<file path="src/rtl/lcd_pkg.sv">
// Shared definitions for the HD44780-style character LCD driver: FSM states,
// o_io_lcd bit positions, power-up command table and long-command detection.
package lcd_pkg;

    typedef enum logic [2:0] {
        S_PWRUP = 3'd0,
        S_SETUP = 3'd1,
        S_EN_HI = 3'd2,
        S_HOLD  = 3'd3,
        S_WAIT  = 3'd4,
        S_IDLE  = 3'd5
    } lcd_state_t;

    localparam int LCD_ON = 31;
    localparam int LCD_EN = 10;
    localparam int LCD_RS = 9;
    localparam int LCD_RW = 8;

    localparam logic [1:0] INIT_LAST = 2'd3;

    localparam logic [7:0] CMD_CLEAR    = 8'h01;
    localparam logic [7:0] CMD_HOME     = 8'h02;
    localparam logic [7:0] CMD_HOME_ALT = 8'h03;

    // 8-bit bus / 2 lines, display on, clear, entry mode increment
    function automatic logic [7:0] init_byte(input logic [1:0] idx);
        logic [7:0] b;
        case (idx)
            2'd0:    b = 8'h38;
            2'd1:    b = 8'h0C;
            2'd2:    b = 8'h01;
            2'd3:    b = 8'h06;
            default: b = 8'h38;
        endcase
        return b;
    endfunction

    // Clear and return-home commands need the long execution wait
    function automatic logic is_long_cmd(input logic rs, input logic [7:0] data);
        return (rs == 1'b0) &&
               ((data == CMD_CLEAR) || (data == CMD_HOME) || (data == CMD_HOME_ALT));
    endfunction

    function automatic int max2(input int a, input int b);
        return (a > b) ? a : b;
    endfunction

endpackage

</file>
<file path="src/rtl/lcd_timer.sv">
// Loadable down-counter shared by every LCD FSM state. A load of N makes
// o_zero assert on the N-th cycle after the load; a load of 0 behaves as 1.
module lcd_timer #(
    parameter int W       = 8,
    parameter int RST_VAL = 1
) (
    input  logic         i_clk,
    input  logic         i_reset,
    input  logic         i_load,
    input  logic [W-1:0] i_val,
    output logic         o_zero
);

    localparam logic [W-1:0] RST_CNT = (RST_VAL > 1) ? W'(RST_VAL - 1) : {W{1'b0}};

    logic [W-1:0] count_r;

    // Holds remaining cycles minus one; saturates at zero until reloaded
    always_ff @(posedge i_clk) begin
        if (i_reset) begin
            count_r <= RST_CNT;
        end else if (i_load) begin
            count_r <= (i_val == {W{1'b0}}) ? {W{1'b0}} : (i_val - {{(W-1){1'b0}}, 1'b1});
        end else if (count_r != {W{1'b0}}) begin
            count_r <= count_r - {{(W-1){1'b0}}, 1'b1};
        end else begin
            count_r <= count_r;
        end
    end

    assign o_zero = (count_r == {W{1'b0}});

endmodule

</file>
<file path="src/rtl/lcd_ctrl.sv">
// HD44780 character LCD driver: runs the power-up init sequence, then sends
// accepted command/data bytes as timed RS/DATA/EN strobes on o_io_lcd.
module lcd_ctrl
    import lcd_pkg::*;
#(
    parameter int T_PWRUP_CYC = 750_000,
    parameter int T_SETUP_CYC = 2,
    parameter int T_EN_CYC    = 25,
    parameter int T_HOLD_CYC  = 2,
    parameter int T_EXEC_CYC  = 2_000,
    parameter int T_CLEAR_CYC = 82_000
) (
    input  logic        i_clk,
    input  logic        i_reset,
    input  logic        i_req_vld,
    output logic        o_req_rdy,
    input  logic        i_req_rs,
    input  logic [7:0]  i_req_data,
    output logic        o_init_done,
    output logic        o_busy,
    output logic [31:0] o_io_lcd
);

    localparam int T_MAX = max2(max2(max2(T_PWRUP_CYC, T_SETUP_CYC), max2(T_EN_CYC, T_HOLD_CYC)),
                                max2(T_EXEC_CYC, T_CLEAR_CYC));
    localparam int TW = $clog2(T_MAX) + 1;

    localparam logic [TW-1:0] SETUP_V = TW'(T_SETUP_CYC);
    localparam logic [TW-1:0] EN_V    = TW'(T_EN_CYC);
    localparam logic [TW-1:0] HOLD_V  = TW'(T_HOLD_CYC);
    localparam logic [TW-1:0] EXEC_V  = TW'(T_EXEC_CYC);
    localparam logic [TW-1:0] CLEAR_V = TW'(T_CLEAR_CYC);

    lcd_state_t    state_r, state_s;
    logic          rs_r, rs_s;
    logic [7:0]    data_r, data_s;
    logic [1:0]    idx_r, idx_s;
    logic          init_done_r, init_done_s;
    logic          en_r, on_r, req_rdy_r, busy_r;
    logic          tmr_load_s;
    logic [TW-1:0] tmr_val_s;
    logic          tmr_zero_s;
    logic          accept_s;
    logic [31:0]   io_lcd_s;

    lcd_timer #(
        .W       (TW),
        .RST_VAL (T_PWRUP_CYC)
    ) u_timer (
        .i_clk   (i_clk),
        .i_reset (i_reset),
        .i_load  (tmr_load_s),
        .i_val   (tmr_val_s),
        .o_zero  (tmr_zero_s)
    );

    assign accept_s = i_req_vld && req_rdy_r;

    // Next-state, byte selection and timer reload for each phase of a strobe
    always_comb begin
        state_s     = state_r;
        rs_s        = rs_r;
        data_s      = data_r;
        idx_s       = idx_r;
        init_done_s = init_done_r;
        tmr_load_s  = 1'b0;
        tmr_val_s   = {TW{1'b0}};
        case (state_r)
            S_PWRUP: begin
                if (tmr_zero_s) begin
                    state_s    = S_SETUP;
                    rs_s       = 1'b0;
                    idx_s      = 2'd0;
                    data_s     = init_byte(2'd0);
                    tmr_load_s = 1'b1;
                    tmr_val_s  = SETUP_V;
                end else begin
                    state_s = S_PWRUP;
                end
            end
            S_SETUP: begin
                if (tmr_zero_s) begin
                    state_s    = S_EN_HI;
                    tmr_load_s = 1'b1;
                    tmr_val_s  = EN_V;
                end else begin
                    state_s = S_SETUP;
                end
            end
            S_EN_HI: begin
                if (tmr_zero_s) begin
                    state_s    = S_HOLD;
                    tmr_load_s = 1'b1;
                    tmr_val_s  = HOLD_V;
                end else begin
                    state_s = S_EN_HI;
                end
            end
            S_HOLD: begin
                if (tmr_zero_s) begin
                    state_s    = S_WAIT;
                    tmr_load_s = 1'b1;
                    tmr_val_s  = is_long_cmd(rs_r, data_r) ? CLEAR_V : EXEC_V;
                end else begin
                    state_s = S_HOLD;
                end
            end
            S_WAIT: begin
                // During init, chain straight into the next table entry
                if (tmr_zero_s && !init_done_r && (idx_r != INIT_LAST)) begin
                    state_s    = S_SETUP;
                    idx_s      = idx_r + 2'd1;
                    rs_s       = 1'b0;
                    data_s     = init_byte(idx_r + 2'd1);
                    tmr_load_s = 1'b1;
                    tmr_val_s  = SETUP_V;
                end else if (tmr_zero_s) begin
                    state_s     = S_IDLE;
                    init_done_s = 1'b1;
                end else begin
                    state_s = S_WAIT;
                end
            end
            S_IDLE: begin
                if (accept_s) begin
                    state_s    = S_SETUP;
                    rs_s       = i_req_rs;
                    data_s     = i_req_data;
                    tmr_load_s = 1'b1;
                    tmr_val_s  = SETUP_V;
                end else begin
                    state_s = S_IDLE;
                end
            end
            default: begin
                state_s    = S_PWRUP;
                tmr_load_s = 1'b1;
                tmr_val_s  = TW'(T_PWRUP_CYC);
            end
        endcase
    end

    // State and outputs are registered from next-state so pins track the FSM with no lag
    always_ff @(posedge i_clk) begin
        if (i_reset) begin
            state_r     <= S_PWRUP;
            rs_r        <= 1'b0;
            data_r      <= 8'h00;
            idx_r       <= 2'd0;
            init_done_r <= 1'b0;
            en_r        <= 1'b0;
            on_r        <= 1'b0;
            req_rdy_r   <= 1'b0;
            busy_r      <= 1'b1;
        end else begin
            state_r     <= state_s;
            rs_r        <= rs_s;
            data_r      <= data_s;
            idx_r       <= idx_s;
            init_done_r <= init_done_s;
            en_r        <= (state_s == S_EN_HI);
            on_r        <= 1'b1;
            req_rdy_r   <= (state_s == S_IDLE) && init_done_s;
            busy_r      <= (state_s != S_IDLE);
        end
    end

    // Pack the pin word; RW is tied low and unused bits stay zero
    always_comb begin
        io_lcd_s         = 32'h0000_0000;
        io_lcd_s[LCD_ON] = on_r;
        io_lcd_s[LCD_EN] = en_r;
        io_lcd_s[LCD_RS] = rs_r;
        io_lcd_s[LCD_RW] = 1'b0;
        io_lcd_s[7:0]    = data_r;
    end

    assign o_io_lcd    = io_lcd_s;
    assign o_req_rdy   = req_rdy_r;
    assign o_init_done = init_done_r;
    assign o_busy      = busy_r;

endmodule

</file>
<file path="config.mk">
export PLATFORM = sky130hd
export DESIGN_NAME = lcd_ctrl
export DESIGN_NICKNAME = d
export VERILOG_FILES = /design/src/rtl/lcd_pkg.sv /design/src/rtl/lcd_timer.sv /design/src/rtl/lcd_ctrl.sv
export SDC_FILE = /design/constraint.sdc
export NUM_CORES = 1
export LEC_CHECK = 0
export CAP_MARGIN = 30
export CELL_PAD_IN_SITES_DETAIL_PLACEMENT = 0
export CELL_PAD_IN_SITES_GLOBAL_PLACEMENT = 1
export CORE_UTILIZATION = 39
export DETAILED_ROUTE_END_ITERATION = 10
export PLACE_DENSITY_LB_ADDON = 0.1
export SLEW_MARGIN = 20
export SYNTH_ARGS = -nofsm -noshare
export SYNTH_HDL_FRONTEND = slang
export SYNTH_SLANG_ARGS = --single-unit
</file>
<file path="constraint.sdc">
create_clock -name i_clk -period 4.4 [get_ports i_clk]
set_input_delay 0.44 -clock i_clk [delete_from_list [all_inputs] [get_ports i_clk]]
set_output_delay 0.44 -clock i_clk [all_outputs]
set_load 0.02 [all_outputs]
</file>
## Word-level counts from Yosys, hierarchy flattened

Cells that the tools add are included.

- Register bits after elaboration: 40
- Input port bits: 12
- Output and inout port bits: 35
- Logic and storage cells: 90

- $add $sub $neg: 3
- Equality and inequality tests: 18
- Mux-type cells: 38
- Bitwise logic cells: 1
- Reductions and logical operators: 20

Operators with widths:

| operator | count |
|---|---|
| $pmux 21 s5 | 1 |
| $mux 21 | 3 |
| $logic_not 21->1 | 2 |
| $sub 21x1->21 const B | 2 |
| $mux 17 | 2 |
| $pmux 8 s4 | 1 |
| $mux 8 | 3 |
| $pmux 8 s3 | 1 |
| $reduce_bool 21->1 | 1 |
| $pmux 3 s6 | 1 |
| $eq 8x2->1 const B | 2 |
| $mux 1 | 13 |
| $mux 2 | 6 |
| $eq 3x2->1 const B | 3 |
| $eq 3x3->1 const B | 3 |
| $mux 3 | 3 |
| $eq 8x1->1 const B | 1 |
| $ne 2x2->1 const B | 4 |
| $pmux 1 s3 | 2 |
| $logic_and 1x1->1 | 5 |
| $mux 5 | 1 |
| $eq 2x2->1 const B | 2 |
| $pmux 2 s2 | 1 |
| $reduce_and 4->1 | 1 |
| 14 further kinds | 16 |

## Logic depth before layout (Yosys ltp)

Gate-level depths: netlist of the first run.

- Word-level depth: 10
- Depth in mapped cells: 14
- Depth with buffers taken out: 12

## By module

A second synthesis of the first run with hierarchy kept.

- Cell total of the unflattened synthesis: 318
- Area, all modules: 2717.6 um^2

Modules (own cells, without submodules):

| module | instances | cells each | area an instance (um^2) | seq. area each (um^2) |
|---|---|---|---|---|
| lcd_timer | 1 | 172 | 1482.7 | 420.4 |
| lcd_ctrl | 1 | 146 | 1234.9 | 380.4 |

## Worst setup path after synthesis of the first run

No wires, ideal clock.

- Path type: register -> register
- Start: reg u_timer.count_r[0]
- End: reg u_timer.count_r[14]
- Setup time: 0.072 ns
- Arrival: 2.977 ns
- Required time: 4.328 ns
- Setup slack: 1.352 ns
- Cell stages (with the launch flop): 15
- Buffers on the path: 2
- Period minus slack after synthesis: 3.048 ns
- Cells stage by stage: dfxtp_1 > inv_1 > ha_1 > or4b_1 > buf_6 > or3_1 > buf_6 > nor4_1 > o21ai_0 > o31a_1 > ha_1 > nand3b_1 > a21oi_1 > mux2_1 > a2bb2oi_1

- Word-level cells in the longest chain between the ends: 8
- Elaborated cells between the ends (all ways): 19
- Those cells by class: add/sub: 2; mux: 11; reduce/logical: 6

RTL lines:

| element | line | source |
|---|---|---|
| start: declaration | lcd_timer.sv:16 | `logic [W-1:0] count_r;` |
| start signal: assignment | lcd_timer.sv:23 | `count_r <= (i_val == {W{1'b0}}) ? {W{1'b0}} : (i_val - {{(W-1){1'b0}}, 1'b1});` |
| start signal: assignment | lcd_timer.sv:25 | `count_r <= count_r - {{(W-1){1'b0}}, 1'b1};` |
| start signal: assignment | lcd_timer.sv:27 | `count_r <= count_r;` |
| $logic_not 21->1 | lcd_timer.sv:31 | `assign o_zero = (count_r == {W{1'b0}});` |
| $logic_and 1x1->1 (2 in a row) | lcd_ctrl.sv:110 | `if (tmr_zero_s && !init_done_r && (idx_r != INIT_LAST)) begin` |
| $mux 2 | lcd_ctrl.sv:110 |  |
| $pmux 21 s5 | lcd_ctrl.sv:68 | `case (state_r)` |
| $sub 21x1->21 or $logic_not 21->1 (tied branches) | lcd_timer.sv:23 |  |
| $mux 21 | lcd_timer.sv:23 |  |
| $mux 21 | lcd_timer.sv:22 | `end else if (i_load) begin` |

Several ways; a longest one is shown, not always the timed one. The select of a mux whose other input is x is not followed.
A chain may end at the register's enable or synchronous reset.

## Final worst setup path of the first run

Ends and elaborated chain as after synthesis.

==> out/metrics.yaml, run 1 <==
pwr:
  p_switching_uw: 175.4
  vdd.ir_drop.worst_v: 0.0001500
  pwr-share-comb_pct: 5.9
  power.density_cell_area_nw_per_um2: 261.4
  swShare_pct: 23.68
  p_leak_nw: 0.9989
  sequentialPowerShare_pct: 49.6
  p_int_uw: 565.2
  power_frac_clock_pct: 44.6
final_layout:
  finish.net_count: 345
  final_design_area_no_fill_um2: 2833
  layout.filler_cells: 629
  antenna-diode-count: 0
  area_growth_pct: 11.97
  final_layout_size_suffix_gt1_share_pct: 7.362
synthesis:
  synth_cell_type_count: 54
  ys_ff_latch: 40
  part_of_the_yosys_area_used_for_sequential_elements_pct: 31.65
  yosysWarningCount: 0
  ys.flop_type: "dfxtp_1"
  async_set_or_reset_register_ratio_after_synthesis_pct: 0
  postSynthAreaPerCell_um2: 8.187
  synth-edff-count: 0
  syn-cell-area_um2: 2530
  synthCells: 309
critical_path:
  cpPeakStageDelay_ns: 0.69
  critical_path_peak_fanout: 10
  crit_path_cell_trace: "inv_1 > ha_1 > or4b_1 > or3_1 > nor4_1 > o21ai_0 > o31a_1 > ha_1 > nand3b_1 > a21oi_1 > mux2_1 > a2bb2oi_1"
  critical_path.top_delay_family: "simple AND/OR/NAND/NOR gates"
  timing_worst_setup_path_type: "reg -> reg"
  rr_startpoint: "u_timer.count_r[0]"
  startpoint_type: "flip-flop"
  crit_slowest_cell: "or4b_1"
  cp_num_buf_inv: 1
  critPathRequiredTime_ns: 4.63
  setup.reg_to_reg.worst_slack_ns: 0.75
  worstReg2RegEnd: "u_timer.count_r[14]"
  cp_common_cell: "ha_1"
  critical_path.endpoint_type: "flip-flop"
  ff2ff_path_depth: 12
  worstPathArrival_ns: 3.88
min_path:
  min_path_cells: 2
  holdCritPathClass: "reg -> reg"
  beginning_of_the_worst_hold_path: "data_r[2]"
  whs_endpoint: "data_r[2]"
clocking:
  cts-htree-levels: 2
  cts.repair.resized: 0
  clock_tree_from_tritoncts: "yes"
  clkTransAtPathRegs_ns: 0.09
  clock_tree.root_cell: "clkbuf_8"
  clk-insertion-delay-late_ns: 0.30
  hold_buffers: 0
  clock_sink_count: 40
  postCtsSetupRepairBufs: 0
  cts_buffers: 5
  ctsLongestPathBuffers: 2
drt:
  first_pass_iters: 4
  detail-route-antenna-nets: 0
  drt-initial-drc-count: 139
  wire_per_inst_um: 15.82
  total_wirelength_of_the_detailed_routed_design_um: 6342
  drc: 0
  dr_total_vias: 2234
  detail_route.vias_per_cell: 5.571
floorplanning:
  floorplan.die_area_um2: 6813
  fp-row-count: 28
  boundary_pins: 47
  fp.coreArea_um2: 6096
  die_h_um: 82.54
  starting_utilization_of_the_core_area_pct: 41.50
  die_w_um: 82.54
global_routing:
  global_route_wire_length_before_repair_um: 10200
  number_of_global_route_vias_before_repair: 2005
  grt_antenna_before_repair: 0
  grt_start_max_net_pins: 26
  gr-total-overflow: 0
  global_route.usage.total_pct: 19.83
outcome:
  run_status: "completed"
placement:
  buffer_ports.inserted: 25
  dpl_cell_area_um2: 2711
  gp_congestion: 0.7726
  hpwlAfterDp_um: 4505
job:
  cap_violations: 0
sta:
  rsz0062_at_grt: "false"
  timing.final.hold_violations: 0
  finalMaxSlewViolations: 0
  max_slew_margin_pct: 39.86
  fin_setup_tns_ns: 0
  setup_viol: 0
  finalCritPeriodShare_pct: 82.87
  worstMarginPinSlew_ns: 0.8979
  clock_skew_ns: 0.002135
  maxClockFrequency_mhz: 274.3
  finalWorstPathRequiredPeriod_ns: 3.646
[power groups by stage]
stage          Combinational, mW  Clock [mW]  Sequential, mW
2_1_floorplan             0.0435           0           0.375
3_3_place_gp              0.0437           0           0.375
3_5_place_dp              0.0433           0           0.376
4_1_cts                   0.0436       0.337           0.367
5_1_grt                   0.0484       0.353           0.368
6_report                  0.0436       0.330           0.367
[kinds of logic (layout without fill, tap and decap cells)]
family          count (synthesis)  after routing  synth area share [%]
compound gates                 83             83                 22.31
flops                          40             40                 31.65
mux                             4              4                 1.632
buf+inv                        51             48                 12.07
xor+xnor                       15             15                 5.193
fa+ha+maj                       8              8                 3.957
simple gates                  107            107                 23.05
other cells                     1             21                0.1482
[routing by layer]
metal  track usage, %  vias up  wire, µm
met5                0        -         0
met4            4.138        0        30
met3            4.505        4       382
met2            30.00       72      2796
met1            28.52     1046      3133
li1                 -     1112         -
[worst register-to-register path: cells and delay by family, from the launching register on]
family	cells	cell delay, ns
buf+inv	1	0.06
mux	1	0.21
simple gates	4	1.70
fa+ha+maj	2	0.43
compound gates	4	0.82
flops	1	0.35
[metrics by stage]
| stage | std cells | hold WS (ns) | util [%] | worst slack, ns | total power [mW] |
|---|---|---|---|---|---|
| 6_report | 401 | 0.4938 | 46.47 | 0.7537 | 0.7406 |
| 5_1_grt | 401 | 0.5136 | 46.47 | 0.4553 | 0.7696 |
| 4_1_cts | 401 | 0.4979 | 46.47 | 0.7394 | 0.7475 |
| 3_5_place_dp | 393 | 0.4861 | 44.48 | 0.7860 | 0.4189 |
| 3_3_place_gp | 393 | 0.4802 | 44.48 | 0.8915 | 0.4190 |
| 2_1_floorplan | 329 | 0.4661 | - | 1.352 | 0.4184 |
[final cells by class]
class                   count  area, µm²  area share [%]
inverters                  12      45.04           1.590
clock inverters             2      38.79           1.369
clock buffers               6      82.58           2.915
flip-flops and latches     40      800.8           28.27
multi-input cells         238       1499           52.92
repair buffers             28      272.8           9.629
well taps                  75      93.84           3.313
[worst max path at each step]
stage | start | to | slack, ns | depth (start not counted)
floorplan | u_timer.count_r[0] | u_timer.count_r[14] | 1.35 | 14
finish | u_timer.count_r[0] | u_timer.count_r[14] | 0.75 | 12
global placement | u_timer.count_r[0] | u_timer.count_r[14] | 0.89 | 12
global route | u_timer.count_r[0] | u_timer.count_r[19] | 0.46 | 12
detailed placement | u_timer.count_r[0] | u_timer.count_r[14] | 0.79 | 12
CTS | u_timer.count_r[0] | u_timer.count_r[19] | 0.74 | 12
[Yosys cell counts (4+ instances only)]
cell type | n | area (µm²)
o21ai_0 | 21 | 105.1
nand3_1 | 9 | 45.04
or3_1 | 7 | 43.79
clkbuf_1 | 11 | 41.29
a22oi_1 | 5 | 37.54
nand4_1 | 5 | 31.28
a221o_1 | 5 | 50.05
a21oi_1 | 17 | 85.08
inv_1 | 12 | 45.04
nor2_1 | 15 | 56.30
buf_4 | 24 | 180.2
a21boi_0 | 4 | 30.03
a31oi_1 | 5 | 31.28
dfxtp_1 | 40 | 800.8
xor2_1 | 12 | 105.1
ha_1 | 8 | 100.1
a211oi_1 | 4 | 30.03
o31ai_1 | 6 | 45.04
nor4_1 | 10 | 62.56
nand2_1 | 28 | 105.1
nor3_1 | 10 | 50.05
or4_1 | 4 | 30.03
[layout by cell type, fill, tap and decap left out, drive strengths merged, types with 3 or more instances in the layout]
cell / n
o211a: 3
o21ai: 23
clkbuf: 6
inv: 12
a211oi: 5
xor2: 12
ha: 8
mux2i: 3
nand3: 9
a22oi: 5
o31ai: 7
or3: 7
nand4: 5
nor4: 10
clkdlybuf4s50: 25
a31oi: 5
conb: 21
a21oi: 17
buf: 3
xnor2: 3
nor3: 12
or4: 7
a221o: 5
a21boi: 4
or2: 3
nand2: 28
nor2: 16
dfxtp: 40
[state kept, by name (all words and copies together), names as in the netlist]
register	count
data_r	8
en_r	1
idx_r	2
o_busy	1
o_init_done	1
o_req_rdy	1
on_r	1
rs_r	1
state_r	3
u_timer.count_r	21
(Power assumes the default switching activity.)
==> inputs of run 2 (changes only) <==
clock period = 3.7 ns   (was 4.4 ns; I/O delays follow)
==> run 2 against run 1 <==
Compared with the run above:
- first-iteration DRC count up 6.5%
- cell area up 2.0%
- critical path depth unchanged
- sequential share of layout area down 0.56 points
- final cell count up 2.2%
- via count up 2.0%
- routed wire length up 3.8%
- maximum frequency up 8.0%
- non-clock buffer count up 9
- combinational power up 19%
==> out/metrics.yaml, run 2 (same netlist as run 1, synthesis figures left out) <==
final_layout:
  final_cell_mix: "40 x dfxtp_1, 28 x nand2_1, 25 x clkdlybuf4s50_1"  # unchanged
  finish.net_count: 354  # was 345
  largest_register_ffs: 21  # unchanged
  largest_register: "u_timer.count_r"  # unchanged
  area_growth_pct: 14.24  # was 11.97%
  instances_no_fill: 410  # was 401
  layout.filler_cells: 627  # was 629
  antenna-diode-count: 0  # unchanged
  final_design_area_no_fill_um2: 2890  # was 2833 µm²
  mostFrequentLayoutCell: "dfxtp_1"  # unchanged
  final_layout_size_suffix_gt1_share_pct: 9.851  # was 7.362%
  layout_top_registers: "u_timer.count_r: 21 flops, data_r: 8 flops, state_r: 3 flops"  # unchanged
clocking:
  clock_tree.root_cell: "clkbuf_8"  # unchanged
  clk-insertion-delay-late_ns: 0.30  # about the same
  clock_tree_from_tritoncts: "yes"  # unchanged
  cts_buffers: 5  # unchanged
  cts.repair.resized: 0  # unchanged
  hold_buffers: 0  # unchanged
  cts-htree-levels: 2  # unchanged
  postCtsSetupRepairBufs: 0  # unchanged
  ctsLongestPathBuffers: 2  # unchanged
  clock_sink_count: 40  # unchanged
  clkTransAtPathRegs_ns: 0.09  # about the same
pwr:
  p_leak_nw: 1.033  # was 0.9989 nW
  pwr-share-comb_pct: 6.1  # was 5.9%
  power_frac_clock_pct: 42.9  # was 44.6%
  vdd.ir_drop.worst_v: 0.0001127  # was 0.0001500 V
  power.density_cell_area_nw_per_um2: 295.9  # was 261.4 nW/µm²
  sequentialPowerShare_pct: 51.0  # was 49.6%
  p_switching_uw: 204.3  # was 175.4 µW
  swShare_pct: 23.89  # was 23.68%
  p_int_uw: 651.0  # was 565.2 µW
floorplanning:
  die_h_um: 82.54  # unchanged
  starting_utilization_of_the_core_area_pct: 41.50  # unchanged
  die_w_um: 82.54  # unchanged
  floorplan.die_area_um2: 6813  # unchanged
  fp.coreArea_um2: 6096  # unchanged
  fp-row-count: 28  # unchanged
  boundary_pins: 47  # unchanged
outcome:
  run_status: "completed"  # unchanged
min_path:
  holdCritPathClass: "reg -> reg"  # unchanged
  beginning_of_the_worst_hold_path: "u_timer.count_r[20]"  # was data_r[2]
global_routing:
  grt_start_max_net_pins: 26  # unchanged
  global_route.usage.total_pct: 20.85  # was 19.83%
  grt_antenna_before_repair: 0  # unchanged
  gr-total-overflow: 0  # unchanged
  global_route_wire_length_before_repair_um: 10470  # was 10200 µm
  gr-max-usage-layer: "met2"  # unchanged
  number_of_global_route_vias_before_repair: 2073  # was 2005
  met2_usage_pct: 31.57  # was 30.00%
  met3_usage_pct: 5.714  # was 4.505%
  grtUsageMet1_pct: 28.69  # was 28.52%
sta:
  clock_skew_ns: 0.006529  # was 0.002135 ns
  finalWorstPathRequiredPeriod_ns: 3.375  # was 3.646 ns
  fin_setup_tns_ns: 0  # unchanged
  setup_viol: 0  # unchanged
  finalMaxSlewViolations: 0  # unchanged
  rsz0062_at_grt: "false"  # unchanged
  finalCritPeriodShare_pct: 91.21  # was 82.87%
  worstMarginPinSlew_ns: 0.7284  # was 0.8979 ns
  whs_ns: 0.4930  # was 0.4938 ns
  max_slew_margin_pct: 51.07  # was 39.86%
  maxClockFrequency_mhz: 296.3  # was 274.3 MHz
  timing.final.hold_violations: 0  # unchanged
critical_path:
  worstPathArrival_ns: 3.60  # was 3.88 ns
  critical_path_peak_fanout: 6  # was 10
  critPathRequiredTime_ns: 3.93  # was 4.63 ns
  critical_path.endpoint_type: "flip-flop"  # unchanged
  startpoint_type: "flip-flop"  # unchanged
  timing_worst_setup_path_type: "reg -> reg"  # unchanged
  worst_setup_path_startpoint: "u_timer.count_r[0]"  # unchanged
  rr_startpoint: "u_timer.count_r[0]"  # unchanged
drt:
  wire_per_inst_um: 16.05  # was 15.82 µm
  detail_route.vias_per_cell: 5.556  # was 5.571
  drc: 0  # unchanged
  first_pass_iters: 5  # was 4
  total_wirelength_of_the_detailed_routed_design_um: 6580  # was 6342 µm
  dr_total_vias: 2278  # was 2234
  drt-initial-drc-count: 148  # was 139
  detail-route-antenna-nets: 0  # unchanged
placement:
  dpl_cell_area_um2: 2771  # was 2711 µm²
  gp_congestion: 0.7988  # was 0.7726
  place.detailed.instances: 401  # was 393
  buffer_ports.inserted: 25  # unchanged
  hpwlAfterDp_um: 4700  # was 4505 µm
job:
  cap_violations: 0  # unchanged
[run 2: path summary, 6_finish.rpt]
check | cells past startpoint | endpoint | slack, ns
min | 1 | u_timer.count_r[20] | 0.49
min reg2reg | 1 | u_timer.count_r[20] | 0.49
max reg2reg | 12 | u_timer.count_r[14] | 0.33
max | 12 | u_timer.count_r[14] | 0.33
[run 2: worst max-delay path, cell delays in order, from the launching register on]
cell and delay [ns]:
dfxtp_1 0.35, inv_1 0.06, ha_1 0.19, or4b_1 0.60
or3_1 0.42, nor4_1 0.17, o21ai_0 0.14, o31a_1 0.15
ha_1 0.25, nand3b_1 0.18, a21oi_1 0.43, mux2_1 0.23
a2bb2oi_1 0.14
[run 2: stage by stage]
step	util (%)	worst slack, ns	total power, mW
after detailed placement	45.46	0.4428	0.4979
after global routing	47.41	0.05265	0.8939
after CTS	47.29	0.3501	0.8622
after global placement	45.46	0.5063	0.4980
after floorplan	-	0.6516	0.4976
final	47.41	0.3253	0.8553
[run 2: area by class of cell]
| type | instances | area [µm²] | area share (%) |
|---|---|---|---|
| Clock inverter | 3 | 42.54 | 1.472 |
| Clock buffer | 5 | 68.82 | 2.381 |
| Sequential cell | 40 | 800.8 | 27.71 |
| Inverter | 12 | 45.04 | 1.558 |
| Tap cell | 75 | 93.84 | 3.247 |
| Multi-Input combinational cell | 238 | 1499 | 51.86 |
| Timing Repair Buffer | 37 | 340.3 | 11.77 |
[run 2: layer usage]
layer  vias to the layer above  part of all wire [%]
met1                      1052                    50
met3                         6                   5.1
li1                       1134                     -
met2                        86                    44
met4                         0                  0.99
met5                         -                     0
[run 2: power groups by stage]
stage,Combinational [mW],Clock [mW],Sequential [mW]
5_1_grt,0.0568,0.400,0.437
4_1_cts,0.0516,0.374,0.436
3_5_place_dp,0.0514,0,0.446
3_3_place_gp,0.0517,0,0.446
6_report,0.0518,0.367,0.436
2_1_floorplan,0.0517,0,0.446
==> inputs of run 3 (changes only) <==
ABC_AREA = 1   (was unset)
CORE_UTILIZATION = 37   (was 39)
==> run 3 against run 2 <==
Compared with the run above:
- the flow now finishes with violations (DRC)
- clock skew up 0.0018 ns
- maximum frequency up 37%
- area after synthesis down 1.4%
- count of clock-buffer cells in the layout up 1
- total power down 7.4%
- critical path depth up 5
- flip-flop and latch count unchanged
- via count down 3.1%
- combinational power up 4.4%
- highest routed layer unchanged
==> out/metrics.yaml, run 3 <==
outcome:
  run_status: "finished, violations left"  # was completed
  failed_checks: "DRC"
final_layout:
  antenna-diode-count: 0  # unchanged
  layout_top_registers: "u_timer.count_r: 21 flops, data_r: 8 flops, state_r: 3 flops"  # unchanged
  area_growth_pct: 11.33  # was 14.24%
  final_cell_mix: "96 x nand2_1, 55 x nor2_1, 40 x dfxtp_1"  # was 40 x dfxtp_1, 28 x nand2_1, 25 x clkdlybuf4s50_1
  finish.net_count: 412  # was 354
  final_layout_size_suffix_gt1_share_pct: 7.125  # was 9.851%
  largest_register_ffs: 21  # unchanged
  mostFrequentLayoutCell: "nand2_1"  # was dfxtp_1
  finish.utilization_pct: 43.25  # was 47.41%
  largest_register: "u_timer.count_r"  # unchanged
drt:
  first_pass_iters: 7  # was 5
  drt-initial-drc-count: 123  # was 148
  dr_total_vias: 2207  # was 2278
  detail_route.vias_per_cell: 4.696  # was 5.556
  wire_per_inst_um: 12.47  # was 16.05 µm
  detail-route-antenna-nets: 0  # unchanged
  total_wirelength_of_the_detailed_routed_design_um: 5860  # was 6580 µm
  drc: 6  # was 0
floorplanning:
  fp.coreArea_um2: 6422  # was 6096 µm²
  boundary_pins: 47  # unchanged
  floorplan.die_area_um2: 7075  # was 6813 µm²
  starting_utilization_of_the_core_area_pct: 38.85  # was 41.50%
  die_h_um: 84.12  # was 82.54 µm
  fp-row-count: 29  # was 28
  die_w_um: 84.12  # was 82.54 µm
synthesis:
  async_set_or_reset_register_ratio_after_synthesis_pct: 0  # unchanged
  synth_common_cells: "96 x nand2_1, 55 x nor2_1, 40 x dfxtp_1, 33 x inv_1, 26 x buf_4"  # was 40 x dfxtp_1, 28 x nand2_1, 24 x buf_4, 21 x o21ai_0, 17 x a21oi_1
  synth_top_area_share_pct: 32.10  # was 31.65%
  ys_ff_latch: 40  # unchanged
  synth-edff-count: 0  # unchanged
  synth_cell_type_count: 37  # was 54
  synthCells: 372  # was 309
  yosysWarningCount: 0  # unchanged
  synth_most_common_cell: "nand2_1"  # was dfxtp_1
  synth_top_area_cell: "dfxtp_1"  # unchanged
  part_of_the_yosys_area_used_for_sequential_elements_pct: 32.10  # was 31.65%
  postSynthAreaPerCell_um2: 6.707  # was 8.187 µm²
  ys.flop_type: "dfxtp_1"  # unchanged
  yosys-top-cells-area: "dfxtp_1 32%, nand2_1 14%, nor2_1 8.3%"  # was dfxtp_1 32%, buf_4 7.1%, nand2_1 4.2%
  syn-cell-area_um2: 2495  # was 2530 µm²
sta:
  worstMarginPinSlew_ns: 0.6347  # was 0.7284 ns
  finalMaxSlewViolations: 0  # unchanged
  timing.final.hold_violations: 0  # unchanged
  fin_setup_tns_ns: 0  # unchanged
  finalCritPeriodShare_pct: 66.60  # was 91.21%
  max_slew_margin_pct: 57.69  # was 51.07%
  finalWorstPathRequiredPeriod_ns: 2.464  # was 3.375 ns
  whs_ns: 0.5076  # was 0.4930 ns
  maxClockFrequency_mhz: 405.8  # was 296.3 MHz
  finalWorstSetupSlack_ns: 1.236  # was 0.3253 ns
  clock_skew_ns: 0.008345  # was 0.006529 ns
  setup_viol: 0  # unchanged
  rsz0062_at_grt: "false"  # unchanged
global_routing:
  grt_antenna_before_repair: 0  # unchanged
  global_route.usage.total_pct: 17.46  # was 20.85%
  global_route_wire_length_before_repair_um: 9887  # was 10470 µm
  gr-total-overflow: 0  # unchanged
  number_of_global_route_vias_before_repair: 2070  # was 2073
  grt_start_max_net_pins: 19  # was 26
critical_path:
  worstPathArrival_ns: 2.65  # was 3.60 ns
  timing_worst_setup_path_type: "reg -> reg"  # unchanged
  critical_path_peak_fanout: 9  # was 6
  critPathRequiredTime_ns: 3.89  # was 3.93 ns
  critical_path.endpoint_type: "flip-flop"  # unchanged
  startpoint_type: "flip-flop"  # unchanged
placement:
  buffer_ports.inserted: 25  # unchanged
  gp_congestion: 0.8215  # was 0.7988
  hpwlAfterDp_um: 4472  # was 4700 µm
  place_ws_ns: 1.243  # was 0.4428 ns
clocking:
  clk-insertion-delay-late_ns: 0.29  # was 0.30 ns
  cts-htree-levels: 2  # unchanged
  clock_sink_count: 40  # unchanged
  cts.repair.resized: 0  # unchanged
  clock_tree_from_tritoncts: "yes"  # unchanged
  clkTransAtPathRegs_ns: 0.08  # was 0.09 ns
  hold_buffers: 0  # unchanged
  ctsLongestPathBuffers: 2  # unchanged
  cts_buffers: 5  # unchanged
  postCtsSetupRepairBufs: 0  # unchanged
  clock_tree.root_cell: "clkbuf_8"  # unchanged
job:
  cap_violations: 0  # unchanged
pwr:
  post-layout-total-power_uw: 791.9  # was 855.3 µW
  vdd.ir_drop.worst_v: 0.0001849  # was 0.0001127 V
  p_leak_nw: 1.298  # was 1.033 nW
  power.density_cell_area_nw_per_um2: 285.1  # was 295.9 nW/µm²
min_path:
  holdCritPathClass: "reg -> reg"  # unchanged
## run 3: changes by cell type after synthesis, moves of 6 or more
cell      previous run  this run
clkbuf_1            11         2
inv_1               12        33
nand2_1             28        96
nand3_1              9        23
nor2_1              15        55
nor2_2               1         7
nor3_1              10         4
nor4_1              10         2
o21ai_0             21        13
or3_1                7         0
## run 3: cell type report
type / count / area, µm²
Tap cell: 77 / 96.34
Timing Repair Buffer: 26 / 257.7
Sequential cell: 40 / 800.8
Fill cell: 710 / 3645
Inverter: 36 / 135.1
Clock inverter: 2 / 10.01
Multi-Input combinational cell: 283 / 1395
Clock buffer: 6 / 82.58
## run 3: per-layer routing
| metal | share of wire, % | GRT usage, % | wire [µm] |
|---|---|---|---|
| met4 | 0.53 | 4.232 | 31 |
| met2 | 46 | 28.46 | 2699 |
| met1 | 50 | 24.00 | 2940 |
| met5 | 0 | 0 | 0 |
| met3 | 3.2 | 3.066 | 188 |
## run 3: worst max-delay path, stage by stage, from the launching register on
cell	delay [ns]
dfxtp_1	0.37
inv_1	0.07
ha_1	0.23
nand2_2	0.16
nor2_4	0.08
nand2_4	0.11
nor2_8	0.06
nand3_1	0.09
nand2_1	0.10
a21oi_1	0.25
ha_1	0.24
inv_1	0.06
nand4_1	0.09
inv_1	0.05
nand2_1	0.18
nand3_1	0.10
nand2_1	0.07
nand2_1	0.04
## run 3: cell families (layout without fill, tap and decap cells)
group / Yosys count / after routing / share of synthesized area, %
adders and majority gates: 8 / 8 / 4.012
AOI/OAI and AO/OA: 43 / 43 / 9.829
buffers and inverters: 69 / 70 / 15.00
other: 1 / 21 / 0.1503
xor gates and xnor gates: 14 / 14 / 4.915
and+or+nand+nor: 197 / 197 / 34.00
DFF: 40 / 40 / 32.10
## run 3: stage by stage
step                      cells  cell area, µm²
after floorplan             392            2570
after global placement      462            2685
after detailed placement    462            2685
after CTS                   470            2778
after global routing        470            2778
final                       470            2778
## run 3: worst paths after layout
kind | from | endpoint | slack [ns] | cells past startpoint
setup / recovery | u_timer.count_r[0] | u_timer.count_r[14] | 1.24 | 17
hold / removal | data_r[3] | data_r[3] | 0.51 | 2
setup reg to reg | u_timer.count_r[0] | u_timer.count_r[14] | 1.24 | 17
hold reg to reg | data_r[3] | data_r[3] | 0.51 | 2
## run 3: where the power goes
part / switching, mW / total, mW / internal, mW
combinational: 0.0366 / 0.0541 / 0.0175
clock: 0.153 / 0.302 / 0.149
sequential: 0.00287 / 0.436 / 0.433
total: 0.192 / 0.792 / 0.600
